===== src/rtl/alu_issue_stage_pkg.sv =====
// Shared definitions for the ALU issue stage and alu32: op codes, RV32I opcodes,
// funct7 values, the issued-bundle record and small decode helpers.
package alu_issue_stage_pkg;

  localparam int XLEN  = 32;
  localparam int NREGS = 32;

  localparam logic [5:0] ALU_ADD  = 6'd0;
  localparam logic [5:0] ALU_SLL  = 6'd1;
  localparam logic [5:0] ALU_SLT  = 6'd2;
  localparam logic [5:0] ALU_SLTU = 6'd3;
  localparam logic [5:0] ALU_XOR  = 6'd4;
  localparam logic [5:0] ALU_SRL  = 6'd5;
  localparam logic [5:0] ALU_OR   = 6'd6;
  localparam logic [5:0] ALU_AND  = 6'd7;
  localparam logic [5:0] ALU_SRA  = 6'd8;
  localparam logic [5:0] ALU_SUB  = 6'd9;

  localparam logic [6:0] OPC_OP     = 7'b0110011;
  localparam logic [6:0] OPC_OP_IMM = 7'b0010011;
  localparam logic [6:0] OPC_LUI    = 7'b0110111;
  localparam logic [6:0] OPC_AUIPC  = 7'b0010111;

  localparam logic [6:0] F7_ZERO = 7'b0000000;
  localparam logic [6:0] F7_ALT  = 7'b0100000;

  typedef struct packed {
    logic [5:0]  op;
    logic [31:0] rv1;
    logic [31:0] rv2;
    logic [4:0]  rd;
    logic        we;
    logic        illegal;
  } issue_bundle_t;

  // funct3 to ALU op for the f7=0 encodings; SUB/SRA are selected by the caller.
  function automatic logic [5:0] op_from_f3(input logic [2:0] f3);
    logic [5:0] op;
    case (f3)
      3'b000:  op = ALU_ADD;
      3'b001:  op = ALU_SLL;
      3'b010:  op = ALU_SLT;
      3'b011:  op = ALU_SLTU;
      3'b100:  op = ALU_XOR;
      3'b101:  op = ALU_SRL;
      3'b110:  op = ALU_OR;
      3'b111:  op = ALU_AND;
      default: op = ALU_ADD;
    endcase
    return op;
  endfunction

  function automatic logic is_shift(input logic [5:0] op);
    return (op == ALU_SLL) || (op == ALU_SRL) || (op == ALU_SRA);
  endfunction

  // alu32 shifts by the full rv2, so only the shift amount may reach it.
  function automatic logic [31:0] shamt_zext(input logic [31:0] v);
    return {27'd0, v[4:0]};
  endfunction

endpackage


===== src/rtl/alu_issue_stage_reg_scoreboard.sv =====
// Per-register busy bits for RAW hazard detection; x0 is never busy and a
// same-edge set and clear of one register leaves it busy.
module reg_scoreboard
  import alu_issue_stage_pkg::*;
#(
  parameter int N = NREGS
) (
  input  logic       i_clk,
  input  logic       i_reset,
  input  logic       i_set_en,
  input  logic [4:0] i_set_idx,
  input  logic       i_clr_en,
  input  logic [4:0] i_clr_idx,
  input  logic [4:0] i_rd_idx_a,
  input  logic [4:0] i_rd_idx_b,
  output logic       o_busy_a,
  output logic       o_busy_b
);

  localparam logic [N-1:0] ONE_HOT0 = N'(1);

  logic [N-1:0] r_busy;
  logic [N-1:0] w_set_mask;
  logic [N-1:0] w_clr_mask;
  logic [N-1:0] w_busy_next;

  // Set and clear masks, with bit 0 forced low so x0 never reads busy.
  always_comb begin
    w_set_mask  = i_set_en ? ((ONE_HOT0 << i_set_idx) & ~ONE_HOT0) : '0;
    w_clr_mask  = i_clr_en ? ((ONE_HOT0 << i_clr_idx) & ~ONE_HOT0) : '0;
    w_busy_next = (r_busy & ~w_clr_mask) | w_set_mask;
  end

  // Busy bit register.
  always_ff @(posedge i_clk) begin
    if (i_reset) begin
      r_busy <= '0;
    end else begin
      r_busy <= w_busy_next;
    end
  end

  assign o_busy_a = r_busy[i_rd_idx_a];
  assign o_busy_b = r_busy[i_rd_idx_b];

endmodule


===== src/rtl/alu_issue_stage.sv =====
// Decode/issue stage in front of alu32: decodes RV32I ALU instructions into an
// op/operand bundle registered one cycle later, stalling on RAW hazards.
module alu_issue_stage
  import alu_issue_stage_pkg::*;
(
  input  logic        i_clk,
  input  logic        i_reset,
  input  logic        i_in_valid,
  output logic        o_in_ready,
  input  logic [31:0] i_in_instr,
  input  logic [31:0] i_in_pc,
  output logic [4:0]  o_rs1_addr,
  output logic [4:0]  o_rs2_addr,
  input  logic [31:0] i_rs1_data,
  input  logic [31:0] i_rs2_data,
  output logic        o_out_valid,
  input  logic        i_out_ready,
  output logic [5:0]  o_out_op,
  output logic [31:0] o_out_rv1,
  output logic [31:0] o_out_rv2,
  output logic [4:0]  o_out_rd,
  output logic        o_out_we,
  output logic        o_out_illegal,
  input  logic        i_wb_valid,
  input  logic [4:0]  i_wb_rd
);

  logic [6:0]    w_opcode;
  logic [2:0]    w_f3;
  logic [6:0]    w_f7;
  logic [4:0]    w_rd;
  logic [31:0]   w_imm_i;
  logic [31:0]   w_imm_u;
  logic [5:0]    w_op;
  logic [31:0]   w_rv1;
  logic [31:0]   w_rv2;
  logic          w_legal;
  logic          w_rs1_used;
  logic          w_rs2_used;
  logic          w_busy1;
  logic          w_busy2;
  logic          w_hazard;
  logic          w_accept;
  issue_bundle_t w_bundle;
  issue_bundle_t r_out;
  logic          r_out_valid;

  assign w_opcode   = i_in_instr[6:0];
  assign w_rd       = i_in_instr[11:7];
  assign w_f3       = i_in_instr[14:12];
  assign w_f7       = i_in_instr[31:25];
  assign w_imm_i    = {{20{i_in_instr[31]}}, i_in_instr[31:20]};
  assign w_imm_u    = {i_in_instr[31:12], 12'd0};
  assign o_rs1_addr = i_in_instr[19:15];
  assign o_rs2_addr = i_in_instr[24:20];

  // Instruction decode: op selection, operand muxing and legality.
  always_comb begin
    w_op       = ALU_ADD;
    w_rv1      = 32'd0;
    w_rv2      = 32'd0;
    w_legal    = 1'b0;
    w_rs1_used = 1'b0;
    w_rs2_used = 1'b0;
    case (w_opcode)
      OPC_OP: begin
        w_rs1_used = 1'b1;
        w_rs2_used = 1'b1;
        w_rv1      = i_rs1_data;
        case (w_f7)
          F7_ZERO: begin
            w_op    = op_from_f3(w_f3);
            w_legal = 1'b1;
          end
          F7_ALT: begin
            if (w_f3 == 3'b000) begin
              w_op    = ALU_SUB;
              w_legal = 1'b1;
            end else if (w_f3 == 3'b101) begin
              w_op    = ALU_SRA;
              w_legal = 1'b1;
            end else begin
              w_op    = ALU_ADD;
              w_legal = 1'b0;
            end
          end
          default: begin
            w_op    = ALU_ADD;
            w_legal = 1'b0;
          end
        endcase
        if (is_shift(w_op)) begin
          w_rv2 = shamt_zext(i_rs2_data);
        end else begin
          w_rv2 = i_rs2_data;
        end
      end
      OPC_OP_IMM: begin
        w_rs1_used = 1'b1;
        w_rv1      = i_rs1_data;
        case (w_f3)
          3'b001: begin
            if (w_f7 == F7_ZERO) begin
              w_op    = ALU_SLL;
              w_legal = 1'b1;
            end else begin
              w_op    = ALU_ADD;
              w_legal = 1'b0;
            end
          end
          3'b101: begin
            case (w_f7)
              F7_ZERO: begin
                w_op    = ALU_SRL;
                w_legal = 1'b1;
              end
              F7_ALT: begin
                w_op    = ALU_SRA;
                w_legal = 1'b1;
              end
              default: begin
                w_op    = ALU_ADD;
                w_legal = 1'b0;
              end
            endcase
          end
          default: begin
            w_op    = op_from_f3(w_f3);
            w_legal = 1'b1;
          end
        endcase
        if (is_shift(w_op)) begin
          w_rv2 = shamt_zext(w_imm_i);
        end else begin
          w_rv2 = w_imm_i;
        end
      end
      OPC_LUI: begin
        w_rv2   = w_imm_u;
        w_legal = 1'b1;
      end
      OPC_AUIPC: begin
        w_rv1   = i_in_pc;
        w_rv2   = w_imm_u;
        w_legal = 1'b1;
      end
      default: begin
        w_legal = 1'b0;
      end
    endcase
  end

  // Illegal instructions still issue, but as a harmless zero-operand ADD.
  always_comb begin
    w_bundle    = '0;
    w_bundle.rd = w_rd;
    if (w_legal) begin
      w_bundle.op      = w_op;
      w_bundle.rv1     = w_rv1;
      w_bundle.rv2     = w_rv2;
      w_bundle.we      = (w_rd != 5'd0);
      w_bundle.illegal = 1'b0;
    end else begin
      w_bundle.op      = ALU_ADD;
      w_bundle.rv1     = 32'd0;
      w_bundle.rv2     = 32'd0;
      w_bundle.we      = 1'b0;
      w_bundle.illegal = 1'b1;
    end
  end

  reg_scoreboard #(
    .N (NREGS)
  ) u_scoreboard (
    .i_clk      (i_clk),
    .i_reset    (i_reset),
    .i_set_en   (w_accept & w_bundle.we),
    .i_set_idx  (w_rd),
    .i_clr_en   (i_wb_valid),
    .i_clr_idx  (i_wb_rd),
    .i_rd_idx_a (o_rs1_addr),
    .i_rd_idx_b (o_rs2_addr),
    .o_busy_a   (w_busy1),
    .o_busy_b   (w_busy2)
  );

  assign w_hazard   = (w_rs1_used & w_busy1) | (w_rs2_used & w_busy2);
  assign o_in_ready = ~i_reset & ~w_hazard & (~r_out_valid | i_out_ready);
  assign w_accept   = i_in_valid & o_in_ready;

  // Output bundle register: load on accept, drain on handshake, else hold.
  always_ff @(posedge i_clk) begin
    if (i_reset) begin
      r_out       <= '0;
      r_out_valid <= 1'b0;
    end else if (w_accept) begin
      r_out       <= w_bundle;
      r_out_valid <= 1'b1;
    end else if (i_out_ready) begin
      r_out       <= r_out;
      r_out_valid <= 1'b0;
    end else begin
      r_out       <= r_out;
      r_out_valid <= r_out_valid;
    end
  end

  assign o_out_valid   = r_out_valid;
  assign o_out_op      = r_out.op;
  assign o_out_rv1     = r_out.rv1;
  assign o_out_rv2     = r_out.rv2;
  assign o_out_rd      = r_out.rd;
  assign o_out_we      = r_out.we;
  assign o_out_illegal = r_out.illegal;

endmodule


===== config.mk =====
export PLATFORM = sky130hd
export DESIGN_NAME = alu_issue_stage
export DESIGN_NICKNAME = d
export VERILOG_FILES = /design/src/rtl/alu_issue_stage_pkg.sv /design/src/rtl/alu_issue_stage_reg_scoreboard.sv /design/src/rtl/alu_issue_stage.sv
export SDC_FILE = /design/constraint.sdc
export NUM_CORES = 1
export LEC_CHECK = 0
export BUFFER_PORTS_ARGS = -buffer_cell sky130_fd_sc_hd__buf_2
export CORE_MARGIN = 4
export CORE_UTILIZATION = 45
export DETAILED_ROUTE_END_ITERATION = 8
export PLACE_DENSITY = 0.74
export SLEW_MARGIN = 25
export SYNTH_ARGS = -nofsm -noshare
export SYNTH_HDL_FRONTEND = slang
export SYNTH_SLANG_ARGS = --single-unit
export TNS_END_PERCENT = 100

===== constraint.sdc =====
create_clock -name i_clk -period 3.7 [get_ports i_clk]
set_input_delay 0.74 -clock i_clk [delete_from_list [all_inputs] [get_ports i_clk]]
set_output_delay 0.74 -clock i_clk [all_outputs]
set_load 0.1 [all_outputs]

After elaboration in Yosys (flattened, before gate mapping)

Memories as Yosys holds them, arrays and structs flattened.
Cells that the tools add are included.

Bits in registers: 110
Memory bits (read-only): 48
Bits of input ports: 138
Word-level logic and storage cells: 84
Memories kept: 2

Magnitude comparators: 2
Eq/ne operators: 13
Shift-type cells: 2
Muxes and demuxes: 32
Bitwise operators: 14
Reductions and logical operators: 11

Memories:

| name            | words | width | read ports | clocked after Yosys merged registers in | write ports | line                      | source |
|---|---|---|---|---|---|---|---|
| (no name shown) | 8     | 3     | 1          | 0                                       | 0           | alu_issue_stage_pkg.sv:39 | `case (f3)` |
| (no name shown) | 8     | 3     | 1          | 0                                       | 0           | alu_issue_stage_pkg.sv:39 |  |

Operators with widths:

| cell                 | count |
|---|---|
| $mux 32              | 4 |
| $pmux 32 s3          | 1 |
| $mux 70              | 1 |
| $pmux 32 s2          | 1 |
| $shl 1x5->32 const A | 2 |
| $pmux 6 s2           | 3 |
| $and 32x32->32       | 1 |
| $not 32->32          | 1 |
| $or 32x32->32        | 1 |
| $eq 7x6->1 const B   | 3 |
| $eq 7x5->1 const B   | 2 |
| $eq 6x1->1 const B   | 2 |
| $eq 6x3->1 const B   | 2 |
| $eq 6x4->1 const B   | 2 |
| $lt 5x6->1 const B   | 2 |
| $mux 6               | 2 |
| $mux 1               | 11 |
| $bmux 1 s5           | 2 |
| $mux 4               | 2 |
| $pmux 4 s2           | 1 |
| $logic_not 7->1      | 1 |
| $and 1x1->1          | 6 |
| $reduce_or 2->1      | 3 |
| $reduce_bool 5->1    | 1 |
| other kinds (10)     | 17 |

Longest topological paths before layout

Gate-level depths: netlist of the first run.

Depth after elaboration: 12
Gate-level depth with buffers: 9
Gate-level depth less buffers: 6

Cells and area by module

A second synthesis of the first run with hierarchy kept.

Cells, all modules: 600
Area, all modules: 5,326.4 um^2

By module, submodules not included:

| module          | times used | cells an instance | area each (um^2) | sequential area each (um^2) |
|---|---|---|---|---|
| alu_issue_stage | 1          | 369               | 3,480.8          | 1,521.5 |
| reg_scoreboard  | 1          | 231               | 1,845.5          | 620.6 |

Worst setup path after synthesis of the first run

No wires, ideal clock.

Path type: input port to output port
Start: in i_in_instr[16]
End: out o_in_ready
Arrival time: 3.093 ns
Required time: 2.960 ns
Slack: -0.133 ns
Stages on the path: 7
Path through: clkbuf_1 mux4_2 mux2_2 a221o_1 a41oi_2 buf_4 and2_1

Word-level cells in the longest chain between the ends: 7

Ends and longest elaborated chain:

| item                         | line                                 | source |
|---|---|---|
| start, declared              | alu_issue_stage.sv:10                | `input logic [31:0] i_in_instr,` |
| $bmux 1 s5                   | alu_issue_stage_reg_scoreboard.sv:43 | `assign o_busy_a = r_busy[i_rd_idx_a];` |
| $mux 1 (implied by the code) | alu_issue_stage_reg_scoreboard.sv:43 |  |
| $and 1x1->1                  | alu_issue_stage.sv:187               | `assign w_hazard = (w_rs1_used & w_busy1) \| (w_rs2_used & w_busy2);` |
| $or 1x1->1                   | alu_issue_stage.sv:187               |  |
| $not 1->1                    | alu_issue_stage.sv:188               | `assign o_in_ready = ~i_reset & ~w_hazard & (~r_out_valid \| i_out_ready);` |
| $and 1x1->1 (2 in a row)     | alu_issue_stage.sv:188               |  |
| end, declared                | alu_issue_stage.sv:9                 | `output logic o_in_ready,` |

No other way between the ends. The select of a mux whose other input is x is not followed.

Worst setup path in the final report of the first run

Start: in i_in_instr[15]
End: out o_in_ready

Same word-level chain as after synthesis.

==> summary.md, run 1 <==
| Metric | Value |
|---|---|
| Status | finished, final reports clean |
| Largest family of logic cells by synthesized area | compound AO/OA/AOI/OAI gates |
| Setup Fix Bufs, Post-CTS | 0 |
| Post-CTS Hold Buffers | 0 |
| Post_cts resized | 0 |
| Net Switching | 687.9 uW |
| Initial DRC Count | 516 |
| Crit. path cell count | 7 |
| Final setup fails | 0 |
| Inserted Diodes | 0 |
| Sequential element share of the synthesized area | a little under two fifths |
| Post-Syn Area | 5675 sq um |
| Crit-path slowest cell | mux4_2 |
| Clock Skew | 0.006020 ns |
| Post-DR wirelength/cell | 19.34 microns |
| Fill cells | around 1100 |
| Crit share post-route | 95.15% |
| RSZ-0062 raised after global routing | no |
| CTS tree | built |
| Post-synth EDFFs | 0 |
| CP Buf/Inv Count | 2 |
| # IOs | 227 |
| Initial Utilization | between 40% and 50% |
| CTS clk-pin slew, worst paths | 0.07 ns |
| DP Area | between 6000 and 7000 sq um |
| Compound-Gate Fraction of Synth Area | approximately a third |
| Adder-cell share of the synthesized area | 0% |
| Post-synthesis mux area share | 8.862% |
| Final nets | 889 |
| Leak | 2.834 nW |
| Relative slew margins | 35.62% |
| Die Wd | 120.3 microns |
| Full die area | ~14000 sq um |
| RR Startpoint | u_scoreboard.r_busy[11] |
| Layout cells sized above 1 | 43.25% |
| Minimum clock period after layout | between 3 and 4 ns |
| Root Buffer | clkbuf_16 |
| Die Y | 120.3 microns |
| Largest delay share family, worst path | multiplexers |
| Max cap viols | 0 |
| Worst reg2reg path depth | 8 |
| Worst Hold Class | reg2reg |
| Vias/cell | 5.892 |
| Pre-CTS setup slack | about 0.19 ns |
| DRC Markers | 0 |
| Share of synthesized registers carrying an async set or reset | 0% |
| XOR/XNOR Fraction of Synth Area | 0% |
| Worst-skew pair later-pin latency | 0.35 ns |
| Final hold slack | around 0.47 ns |
| CP Cell Sequence | buf_2 -> mux4_2 -> mux2_2 -> a221o_1 -> a41oi_2 -> and2_2 -> buf_12 |
| CTS buffer count | 9 |
| WS Path Type | in2out |
| Finished Core Util | around 58% |
| Post-Syn Instances | 567 |
| Min-delay src | o_out_rv1[8] |
| Distinct cells, synth | 57 |
| Reg-to-reg slack, setup | between 1 and 1.5 ns |
| Final wirelength | 17.87 mm |
| Vias | 5444 |
| Sum Neg Setup Slack | 0 ns |
| Final WS setup | ~0.18 ns |
| Worst r2r dst | o_out_rv2[18] |
| Crit-path max FO | 10 |
| Worst-Margin Slew | approximately 0.96 ns |
| Endpoint class of the critical path | output pin |
| Largest net degree at the start of global routing | 61 |
| Crit path launch type | input port |
| Cell area after layout | 7078 sq um |
| Dpl hpwl | 13.32 mm |
| Layout area overhead | 24.71% |
| FMAX | 0.2841 GHz |
| CTS sink count | 107 |
| Syn avg cell area | 10.01 sq um |
| Gpl congestion | 0.9363 |
| Simple-gate portion of the synthesized area | 13.56% |
| Comb power frac | 14.3% |
| Synth warn | 0 |
| Primary FF master, synth | dfxtp_1 |
| Pwr dens | 353.5 nW/um^2 |
| Grt ovf | 0 |
| # rows | 40 |
| Clk pwr share | 39.4% |
| First-pass GRT wire length | approximately 28 mm |
| Internal power | 1.814 mW |
| Core footprint | 12160 sq um |
| All-Layer GR Usage | 23.94% |
| H-tree depth | 3 |
| Port-buffer cells | about 220 |
| WP data required | about 3.0 ns |
| Maximum clock insertion buffer count | 2 |
| Largest vdd supply drop | 0.3423 mV |
| Max-slew violations | 0 |
| Vias in the first global route | 5249 |
| Worst Hold End | o_out_rv1[8] |
| Drt first pass iters | 5 |
| Worst EP arrival | 2.78 ns |
| Seq pwr share | 46.3% |
| Hold path depth | 1 |
| Synthesized flop and latch total | 107 |
| Initial antenna violation count | 0 |
| Fin. Hold Viols | 0 |
| Switching fraction of total power | between 20 and 30% |
| ANT nets after route | 0 |
| Crit path largest cell delay | 0.54 ns |
==> worst reg2reg max path, stage by stage (launching register included) <==
cell       delay [ns]
dfxtp_1          0.35
mux4_2           0.47
mux2_2           0.28
a221o_1          0.38
a41oi_2          0.19
buf_4            0.23
nand4_1          0.19
buf_12           0.24
o2bb2ai_2        0.29
==> sequential cells by signal, summed over array words and instances (netlist names) <==
register	cells
o_out_rd	5
o_out_op	4
o_out_rv2	32
u_scoreboard.r_busy	31
o_out_rv1	32
o_out_illegal	1
o_out_we	1
o_out_valid	1
==> cells in the final DEF, fill, tap and decap left out, drive strengths merged, types with 16 or more instances in the layout <==
| master | count |
|---|---|
| nand3 | 27 |
| dfxtp | 107 |
| nor2 | 16 |
| o211ai | 16 |
| nand2 | 65 |
| o2bb2ai | 60 |
| a22oi | 38 |
| a221oi | 20 |
| o21ai | 40 |
| buf | 234 |
==> through the flow <==
stage	cells	power, mW
3_3_place_gp	908	1.533
2_1_floorplan	568	1.413
6_report	924	2.502
3_5_place_dp	908	1.538
5_1_grt	924	2.592
4_1_cts	924	2.517
==> logic make-up after synthesis <==
logic type / Yosys count
buf+inv: 69
flops: 107
other cells: 1
compound gates: 198
mux: 34
simple gates: 158
==> worst max path at each step <==
stage,start,endpoint,slack (ns)
floorplan,i_in_instr[16],o_in_ready,0.15
global placement,i_in_instr[15],o_in_ready,0.20
detailed placement,i_in_instr[15],o_in_ready,0.19
CTS,i_in_instr[15],o_in_ready,0.18
global route,i_in_instr[15],o_in_ready,0.04
finish,i_in_instr[15],o_in_ready,0.18
==> area by class of cell <==
class	instances	area [sq um]	area share (%)
Clock buffer	12	246.5	3.482
Clock inverter	4	56.30	0.7955
Inverter	7	26.28	0.3712
Multi-Input combinational cell	392	3161	44.65
Sequential cell	107	2142	30.26
Tap cell	168	210.2	2.970
Timing Repair Buffer	234	1236	17.47
==> cell usage after synthesis (all sizes together) (2+ instances only) <==
master / count / area (sq um)
o21ai: 40 / 200.2
o2111ai: 2 / 17.52
dfxtp: 107 / 2142
mux2: 10 / 112.6
nand3b: 2 / 15.01
clkbuf: 26 / 97.59
a221o: 2 / 20.02
a221oi: 20 / 175.2
nand2: 65 / 251.5
a22oi: 38 / 285.3
nor2b: 14 / 87.58
o2bb2ai: 60 / 850.8
nor3: 6 / 30.03
a41o: 2 / 20.02
nand3: 27 / 135.1
a41oi: 2 / 43.80
a21oi: 5 / 28.78
and2: 7 / 43.79
mux4: 12 / 270.3
mux2i: 12 / 120.1
nor2: 16 / 60.06
inv: 7 / 26.28
nand4: 4 / 25.02
o211ai: 16 / 120.1
and3: 2 / 12.51
buf: 36 / 282.8
nand2b: 6 / 37.54
==> power by group through the flow <==
| stage | Clock, mW | Combinational [mW] | Sequential [mW] |
|---|---|---|---|
| 2_1_floorplan | 0 | 0.186 | 1.23 |
| 3_3_place_gp | 0 | 0.347 | 1.19 |
| 3_5_place_dp | 0 | 0.352 | 1.19 |
| 4_1_cts | 1.00 | 0.354 | 1.16 |
| 5_1_grt | 1.05 | 0.379 | 1.16 |
| 6_report | 0.986 | 0.357 | 1.16 |
==> per-layer routing <==
metal  track usage [%]  up-vias  wire (microns)
met5                 0        -               0
met2             37.79      273            8377
met3             6.688       28            1466
met1             32.31     2612            7671
li1                  -     2531               -
met4             6.586        0             352
Note: power is estimated with default switching activity, not from simulation.
==> run 2: changes to the inputs <==
Settings changed: CORE_UTILIZATION 45 to 35, PLACE_DENSITY 0.74 to 0.6.
==> summary.md, run 2 (synthesized netlist as in run 1, its figures left out) <==
| Metric | Value |
|---|---|
| GR Layer Usage met2 | 30.23% (-7.6 points) |
| CTS buffer count | 9 (unchanged) |
| All-Layer GR Usage | 20.46% (-3.5 points) |
| Post-CTS Hold Buffers | 0 (unchanged) |
| Fin cells | 973 (+5.3%) |
| Layout area overhead | 25.88% |
| Leak | 2.843 nW (+0.33%) |
| Die Wd | 135.3 microns (+12%) |
| Max cap viols | 0 (unchanged) |
| Reg-to-reg slack, setup | 0.95 ns (-0.08 ns) |
| Commonest non-fill, non-tap cell in the layout | buf_2 |
| Largest net degree at the start of global routing | 61 (unchanged) |
| # rows | 46 (+15%) |
| DP Area | 6855 sq um (+1.2%) |
| Grt ovf | 0 (unchanged) |
| Setup Fix Bufs, Post-CTS | 0 (unchanged) |
| Pre-CTS setup slack | 0.2574 ns (+0.06350 ns) |
| Sum Neg Setup Slack | 0 ns (unchanged) |
| Min-delay src | o_out_rv1[13] |
| First-pass GRT wire length | 29.47 mm (+6.0%) |
| Max-slew violations | 0 (unchanged) |
| Crit share post-route | 93.66% (-1.5 points) |
| Worst EP arrival | 2.73 ns (-0.05 ns) |
| Crit path launch type | input port |
| Most frequent cells in the layout | buf_2, dfxtp_1, nand2_1 |
| Final setup fails | 0 (unchanged) |
| ANT nets after route | 0 (unchanged) |
| Hold path depth | 1 (unchanged) |
| WP data required | 2.96 ns (about the same) |
| Worst-skew pair later-pin latency | 0.35 ns (about the same) |
| DRC Markers | 0 (unchanged) |
| Root Buffer | clkbuf_16 |
| Post_cts resized | 0 (unchanged) |
| Final wirelength | 19.45 mm (+8.8%) |
| Drt first pass iters | 5 (unchanged) |
| Worst Hold Class | reg2reg |
| Initial antenna violation count | 0 (unchanged) |
| Crit-path max FO | 6 (-4) |
| Final nets | 890 (+0.11%) |
| Largest vdd supply drop | 0.2415 mV (-29%) |
| Minimum clock period after layout | 3.466 ns (-0.05487 ns) |
| Cell area after layout | 7144 sq um (+0.94%) |
| Final WS setup | 0.2344 ns (+0.05487 ns) |
| RR Startpoint | u_scoreboard.r_busy[15] |
| Worst Hold End | o_out_rv1[13] |
| Initial DRC Count | 337 (-35%) |
| # IOs | 227 (unchanged) |
| Full die area | 18320 sq um (+27%) |
| Met1 usage | 30.43% (-1.9 points) |
| Vias/cell | 5.539 (-6.0%) |
| Dpl hpwl | 14.69 mm (+10%) |
| Met3 Use GR | 4.383% (-2.3 points) |
| FMAX | 0.2886 GHz (+1.6%) |
| Vias in the first global route | 5123 (-2.4%) |
| Relative slew margins | 32.97% (-2.6 points) |
| H-tree depth | 3 (unchanged) |
| Initial Utilization | 35.73% (-11 points) |
| CTS clk-pin slew, worst paths | 0.07 ns (about the same) |
| Busiest grt layer | met1 |
| Worst-Margin Slew | 0.9962 ns (+0.03936 ns) |
| CTS tree | built |
| Inserted Diodes | 0 (unchanged) |
| Worst reg2reg path depth | 8 (unchanged) |
| Vias | 5389 (-1.0%) |
| CTS sink count | 107 (unchanged) |
| Worst r2r dst | u_scoreboard.r_busy[10] |
| Port-buffer cells | 224 (unchanged) |
| Inst Count DP | 957 (+5.4%) |
| Post-DR wirelength/cell | 19.99 microns (+3.4%) |
| Layout cells sized above 1 | 43.59% (+0.34 points) |
| WS Path Type | in2out |
| Pwr dens | 345.5 nW/um^2 (-2.3%) |
| Die Y | 135.3 microns (+12%) |
| Maximum clock insertion buffer count | 2 (unchanged) |
| Clock Skew | 0.008699 ns (+0.002679 ns) |
| Status | finished, final reports clean |
| Core footprint | 15890 sq um (+31%) |
| RSZ-0062 raised after global routing | no |
| Endpoint class of the critical path | output pin |
| Fin. Hold Viols | 0 (unchanged) |
| Gpl congestion | 0.8965 (-4.3%) |
[run 2: worst max-delay path by stage]
stage               slack, ns         end            from
finish                   0.23  o_in_ready  i_in_instr[15]
global route             0.18  o_in_ready  i_in_instr[15]
CTS                      0.24  o_in_ready  i_in_instr[15]
detailed placement       0.26  o_in_ready  i_in_instr[15]
global placement         0.28  o_in_ready  i_in_instr[15]
floorplan                0.15  o_in_ready  i_in_instr[16]
[run 2: routing by layer]
layer / part of all wire, % / wire (microns)
met5: 0 / 0
met4: 1.5 / 294
met3: 7.1 / 1381
met2: 46 / 8871
met1: 46 / 8902
[run 2: critical path, stage by stage]
cell and delay (ns):
buf_2 0.21, mux4_2 0.53, mux2_2 0.27, a221o_1 0.36, a41oi_2 0.20, and2_2 0.23
buf_12 0.18
[run 2: final cells by class]
class | count | area, sq um
fill | 1592 | 8741
multi-input combinational | 392 | 3161
sequential | 107 | 2142
timing repair buffer | 235 | 1256
tap | 216 | 270.3
clock buffer | 11 | 252.7
clock inverter | 5 | 36.28
inverter | 7 | 26.28
[run 2: power breakdown]
group | switching (mW) | internal (mW) | total, mW | leakage [nW]
clock | 0.450 | 0.497 | 0.947 | 0.146
combinational | 0.254 | 0.108 | 0.362 | 1.83
sequential | 0.00329 | 1.16 | 1.16 | 0.863
[run 2: stage by stage]
stage | util (%) | total power [mW] | hold slack, ns
2_1_floorplan | - | 1.413 | 0.4433
3_3_place_gp | 43.16 | 1.543 | 0.4424
3_5_place_dp | 43.16 | 1.545 | 0.4463
4_1_cts | 44.97 | 2.487 | 0.4629
5_1_grt | 44.97 | 2.567 | 0.4810
6_report | 44.97 | 2.468 | 0.4644
